**config.mk**
```make
export PLATFORM = sky130hd
export DESIGN_NAME = paralelo_serial_flat
export DESIGN_NICKNAME = d
export VERILOG_FILES = /design/src/rtl/paralelo_serial_if.sv /design/src/rtl/paralelo_serial.sv /design/src/flat_wrapper.sv
export SDC_FILE = /design/constraint.sdc
export NUM_CORES = 1
export LEC_CHECK = 0
export BUFFER_PORTS_ARGS = -buffer_cell sky130_fd_sc_hd__buf_2
export CAP_MARGIN = 20
export CORE_MARGIN = 5
export CORE_UTILIZATION = 45
export DETAILED_ROUTE_END_ITERATION = 10
export GPL_TIMING_DRIVEN = 0
export PLACE_DENSITY = 0.7
export SETUP_SLACK_MARGIN = 0.15
export SYNTH_ARGS = -nofsm -noshare
export SYNTH_HDL_FRONTEND = slang
export SYNTH_SLANG_ARGS = --single-unit
```
**constraint.sdc**
```tcl
create_clock -name clk_32f -period 1.5 [get_ports clk_32f]
set_clock_uncertainty 0.1 [all_clocks]
set_input_delay 0.3 -clock clk_32f [delete_from_list [all_inputs] [get_ports clk_32f]]
set_output_delay 0.3 -clock clk_32f [all_outputs]
set_load 0.02 [all_outputs]
```
**src/rtl/paralelo_serial_if.sv**
```systemverilog
// Byte-side handshake and serial line bundle for paralelo_serial.
// tx_count exists only when PS_TXCOUNT_EN is defined.
interface paralelo_serial_if;
    logic [7:0]  data_in;
    logic        valid_in;
    logic        in_ready;
    logic        data_out;
    logic        active;
`ifdef PS_TXCOUNT_EN
    logic [15:0] tx_count;

    modport master (output data_in, valid_in, input in_ready, data_out, active, tx_count);
    modport slave  (input data_in, valid_in, output in_ready, data_out, active, tx_count);
`else
    modport master (output data_in, valid_in, input in_ready, data_out, active);
    modport slave  (input data_in, valid_in, output in_ready, data_out, active);
`endif
endinterface

```
**src/rtl/paralelo_serial.sv**
```systemverilog
// Parallel-to-serial transmitter: COMMA preamble after reset, then MSB-first bytes with COMMA idle fill.
// Optional accepted-byte counter enabled by defining PS_TXCOUNT_EN.
module paralelo_serial #(
    parameter int unsigned MIN_COMMAS = 4,
    parameter logic [7:0]  COMMA      = 8'hBC
) (
    input logic             clk_32f,
    input logic             reset,
    paralelo_serial_if.slave bus
);
    localparam int unsigned    CW   = $clog2(MIN_COMMAS + 1);
    localparam logic [CW-1:0] LAST = CW'(MIN_COMMAS);

    typedef enum logic {SYNC, RUN} state_t;

    state_t        state;
    logic [7:0]    frm;
    logic [2:0]    bit_cnt;
    logic [CW-1:0] comma_cnt;
    logic          data_out;
    logic          active;
    logic          in_ready;
    logic          accept;
    logic          load;

    assign load     = (bit_cnt == 3'd7);
    assign in_ready = load && (state == RUN || comma_cnt == LAST);
    assign accept   = in_ready && bus.valid_in;

`ifdef PS_TXCOUNT_EN
    logic [15:0] tx_count;
    assign bus.tx_count = tx_count;
`endif

    // The last preamble load edge already behaves as a RUN load edge.
    always_ff @(posedge clk_32f or negedge reset) begin
        if (!reset) begin
            state     <= SYNC;
            frm       <= COMMA;
            bit_cnt   <= '0;
            comma_cnt <= CW'(1);
            data_out  <= 1'b0;
            active    <= 1'b0;
`ifdef PS_TXCOUNT_EN
            tx_count  <= '0;
`endif
        end else begin
            data_out <= frm[3'd7 - bit_cnt];
            bit_cnt  <= bit_cnt + 3'd1;
            if (load) begin
                if (state == SYNC && comma_cnt < LAST) begin
                    frm       <= COMMA;
                    comma_cnt <= comma_cnt + CW'(1);
                end else begin
                    state  <= RUN;
                    active <= 1'b1;
                    frm    <= accept ? bus.data_in : COMMA;
`ifdef PS_TXCOUNT_EN
                    if (accept) begin
                        tx_count <= tx_count + 16'd1;
                    end
`endif
                end
            end
        end
    end

    assign bus.in_ready = in_ready;
    assign bus.data_out = data_out;
    assign bus.active   = active;
endmodule

```
**src/flat_wrapper.sv**
```systemverilog
// flat-port wrapper written by rule: the top's interface ports become plain ports
module paralelo_serial_flat 
#(
    parameter int unsigned MIN_COMMAS = 4,
    parameter logic [7:0]  COMMA      = 8'hBC
)
  (clk_32f, reset, bus_data_in, bus_valid_in, bus_in_ready, bus_data_out, bus_active);
  paralelo_serial_if bus_i ();
  input logic clk_32f;
  input logic reset;
  input wire logic [$bits(bus_i.data_in)-1:0] bus_data_in;
  input wire logic [$bits(bus_i.valid_in)-1:0] bus_valid_in;
  output wire logic [$bits(bus_i.in_ready)-1:0] bus_in_ready;
  output wire logic [$bits(bus_i.data_out)-1:0] bus_data_out;
  output wire logic [$bits(bus_i.active)-1:0] bus_active;
  assign bus_i.data_in = bus_data_in;
  assign bus_i.valid_in = bus_valid_in;
  assign bus_in_ready = bus_i.in_ready;
  assign bus_data_out = bus_i.data_out;
  assign bus_active = bus_i.active;
  paralelo_serial #(.MIN_COMMAS(MIN_COMMAS), .COMMA(COMMA)) u_core (.clk_32f(clk_32f), .reset(reset), .bus(bus_i));
endmodule
```
==> qor.csv <==
stage;metric;value;unit
worst_setup_path;R2R setup slack;-0.12;ns
layout;Ant. Diodes;0;
global_routing;all-layer global routing usage;12.3;%
power;Max VDD drop;0.000497;V
clock_network;clock transition time at the flip-flop clock pins of the worst setup and hold paths;0.10;ns
clock_network;clock tree from TritonCTS;yes;
clock_network;root buffer cell;sky130_fd_sc_hd__clkbuf_4;
logic_synthesis;number of flip-flops and latches in the synthesized netlist;16;
clock_network;maximum buffer depth of the clock tree;2;
flow_run;Maximum Capacitance Violations;0;
clock_network;H-tree depth;1;
layout;post-route standard cell area excluding fillers;1010;µm²
worst_setup_path;cell-by-cell listing of the critical path;ha_4 > ha_4 > buf_8 > nor2b_4 > buf_6;
routing;post-detailed-route via-to-cell ratio;4.98;
worst_setup_path;largest driver fanout on the critical path;2;
layout;utilization of the core after routing;68.9;%
global_routing;first-pass GRT wire length;2.31;mm
logic_synthesis;netlist area before placement;689;µm²
die;standard cell core area;1470;µm²
worst_setup_path;arrival time at the worst endpoint;1.39;ns
global_routing;remaining global-route overflow;0;
logic_synthesis;post-synthesis cell type with the largest combined area;sky130_fd_sc_hd__dfrtp_1;
worst_setup_path;cell with the largest stage delay on the worst path;sky130_fd_sc_hd__dfrtp_2;
global_routing;pin count of the biggest net entering global routing;17;
sta;transition at the pin with the smallest max-transition slack;0.361;ns
layout;final layout net count;93;
routing;total routed wirelength;1.39;mm
power;P_leak;0.444;nW
global_routing;via count of the first global-routing pass;507;
routing;drt first pass iters;2;
worst_setup_path;start-to-end type of the worst setup path;reg -> out;
clock_network;clock latency at the later pin of the worst-skew pair;0.28;ns
routing;vias after detailed routing;463;
clock_network;CTS sink count;16;
power;power density over the cells;776;nW/µm²
layout;number of inserted filler cells in the final layout;118;
placement;Post-Place Cells;79;
power;switching power;0.162;mW
logic_synthesis;mean area per synthesized cell;13.8;µm²
worst_setup_path;endpoint required time on the critical path;1.10;ns
worst_setup_path;capturing element type of the critical path;primary output;
routing;antenna-violating nets left;0;
routing;Starting DRT DRC Count;9;
power;power share of the clock group;35.9;%
worst_setup_path;kind of launch point of the worst setup path;flip-flop;
sta;setup TNS;-1.24;ns
min_path;worst hold path class;in -> reg;
logic_synthesis;sequential-to-total area share from yosys stat;59.2;%
die;Std-Cell Rows;14;
placement;final RePlAce weighted congestion;0.688;
power;Sw Ratio;20.6;%
logic_synthesis;Synthesis Warnings;0;
sta;worst-case headroom to the max-slew limit;75.9;%
sta;unrepaired setup endpoints after global routing;yes;
die;Die Width;49.1;µm
sta;worst slack on hold paths;0.137;ns
layout;fraction of final layout cells sized beyond drive strength 1;66.2;%
worst_setup_path;Most Frequent Cell on Critical Path;sky130_fd_sc_hd__ha_4;
sta;final max-slew violation count;0;
layout;Finished Layout Cells;93;
layout;area delta synth->final;47.0;%
logic_synthesis;portion of synthesized cell area occupied by the leading cell type;36.3;%
die;Die Footprint;2410;µm²
placement;total placed instance area;830;µm²
power;fraction of power consumed by sequential logic;57.9;%
sta;final setup violation count;10;
logic_synthesis;number of instances in the synthesized netlist;50;
power;fraction of power consumed by combinational cells;6.2;%
power;Power Internal;0.624;mW
worst_setup_path;Worst path max stage delay;0.44;ns
logic_synthesis;Syn Nets;65;
die;number of ports placed on the die boundary;14;
sta;Final Hold Vio Count;0;
logic_synthesis;largest cells by area after synthesis;sky130_fd_sc_hd__dfrtp_1, sky130_fd_sc_hd__dfstp_2, sky130_fd_sc_hd__mux4_1;
sta;final worst-path cycle share;119;%
die;effective utilization at floorplan;46.9;%
worst_setup_path;critical path's top delay family;flip-flops;
routing;DR WL/cell;14.9;µm
sta;clock period minus worst slack;1.79;ns
run_status;run status;finished with violations;
global_routing;number of antenna violations at the first check in global routing;0;
die;die height;49.1;µm
logic_synthesis;count of unique library cells instantiated by Yosys;17;
worst_setup_path;number of buffer and inverter stages on the critical path;2;
placement;half-perimeter wire length of the detailed placement result;884;µm
clock_network;number of buffers added by the clock tree synthesis step;3;
run_status;violations in the final reports;negative setup slack;
sta;final worst slack;-0.288;ns
sta;max frequency;0.559;GHz
routing;residual DRC count;0;
placement;number of I/O port buffers;13;
## power groups by stage
stage	clock network [mW]	registers, mW	logic (mW)
floorplan	0	0.463	0.0181
global placement	0	0.462	0.0425
CTS	0.292	0.455	0.0459
detailed placement	0	0.463	0.0438
finish	0.283	0.455	0.0486
global route	0.320	0.457	0.0546
## worst paths after layout
kind | from | end | cells after the start
hold reg to reg | u_core.bit_cnt[1] | u_core.bit_cnt[1] | 1
max in group asynchronous | reset | u_core.frm[4] | 2
setup reg to reg | u_core.bit_cnt[0] | u_core.bus.data_out | 4
min in group asynchronous | reset | u_core.frm[6] | 2
hold / removal | bus_data_in[2] | u_core.frm[2] | 2
setup / recovery | u_core.bit_cnt[0] | bus_in_ready | 5
## metrics by stage
stage / setup WS (ns) / power (mW)
floorplan: 0.0551 / 0.481
global placement: -0.118 / 0.505
detailed placement: -0.129 / 0.507
CTS: -0.298 / 0.793
global route: -0.338 / 0.831
finish: -0.288 / 0.786
## cell usage after synthesis
| master | n |
|---|---|
| sky130_fd_sc_hd__dfrtp_1 | 10 |
| sky130_fd_sc_hd__inv_1 | 9 |
| sky130_fd_sc_hd__dfstp_2 | 6 |
| sky130_fd_sc_hd__o22a_1 | 5 |
| sky130_fd_sc_hd__ha_1 | 4 |
| sky130_fd_sc_hd__o22ai_1 | 3 |
| sky130_fd_sc_hd__mux2_2 | 2 |
| sky130_fd_sc_hd__mux4_1 | 2 |
| sky130_fd_sc_hd__a21o_1 | 1 |
| sky130_fd_sc_hd__a21oi_1 | 1 |
| sky130_fd_sc_hd__a41o_2 | 1 |
| sky130_fd_sc_hd__clkbuf_1 | 1 |
| sky130_fd_sc_hd__nand3_1 | 1 |
| sky130_fd_sc_hd__nand3b_1 | 1 |
| sky130_fd_sc_hd__nor2b_1 | 1 |
| sky130_fd_sc_hd__nor3_1 | 1 |
| sky130_fd_sc_hd__xnor2_1 | 1 |
## registers in the layout (all words and copies together) (netlist names)
signal               count
u_core.bit_cnt           3
u_core.bus.active        1
u_core.bus.data_out      1
u_core.comma_cnt         3
u_core.frm               8
## metal layers
layer | vias to the layer above | global-route usage (%) | part of all wire [%]
met3 | 0 | 2.14 | 3.7
met4 | 0 | 4.04 | 0
met2 | 7 | 19.7 | 53
li1 | 229 | - | -
met1 | 227 | 16.6 | 43
met5 | - | 0 | 0
## what timing repair did
| action | CTS | global route |
|---|---|---|
| setup buffers | 5 | 4 |
| hold buffers | 1 | 0 |
| hold endpoints to repair | 10 | 0 |
| pin swaps | 2 | 5 |
| setup endpoints to repair | 12 | 13 |
| resized for setup | 6 | 8 |
## kinds of logic after synthesis
logic type	Yosys count	synth area share, %
AND/OR/NAND/NOR	4	3.45
adder cells (fa/ha/maj)	4	7.26
AO/OA/AOI/OAI	11	12.5
XOR/XNOR	1	1.27
flip-flops	16	59.2
multiplexers	4	10.9
buffers and inverters	10	5.44
## cells in the final DEF (no fill, tap or decap), types with 2 or more instances in the layout
master	instances
sky130_fd_sc_hd__buf_4	5
sky130_fd_sc_hd__dfrtp_1	7
sky130_fd_sc_hd__ha_4	3
sky130_fd_sc_hd__buf_8	2
sky130_fd_sc_hd__buf_2	12
sky130_fd_sc_hd__mux4_2	2
sky130_fd_sc_hd__dfrtp_2	3
sky130_fd_sc_hd__dfstp_2	6
sky130_fd_sc_hd__o22a_1	5
sky130_fd_sc_hd__inv_1	8
sky130_fd_sc_hd__o22ai_2	3
sky130_fd_sc_hd__buf_6	3
sky130_fd_sc_hd__clkbuf_4	3
## final cells by class
type / instances / area, µm² / area share (%)
Sequential cell: 16 / 412 / 40.6
Multi-Input combinational cell: 24 / 320 / 31.6
Timing Repair Buffer: 23 / 176 / 17.4
Clock buffer: 4 / 36.3 / 3.58
Inverter: 9 / 33.8 / 3.33
Tap cell: 16 / 20.0 / 1.98
Buffer: 1 / 15.0 / 1.48
Note: power is estimated with default switching activity, not from simulation.
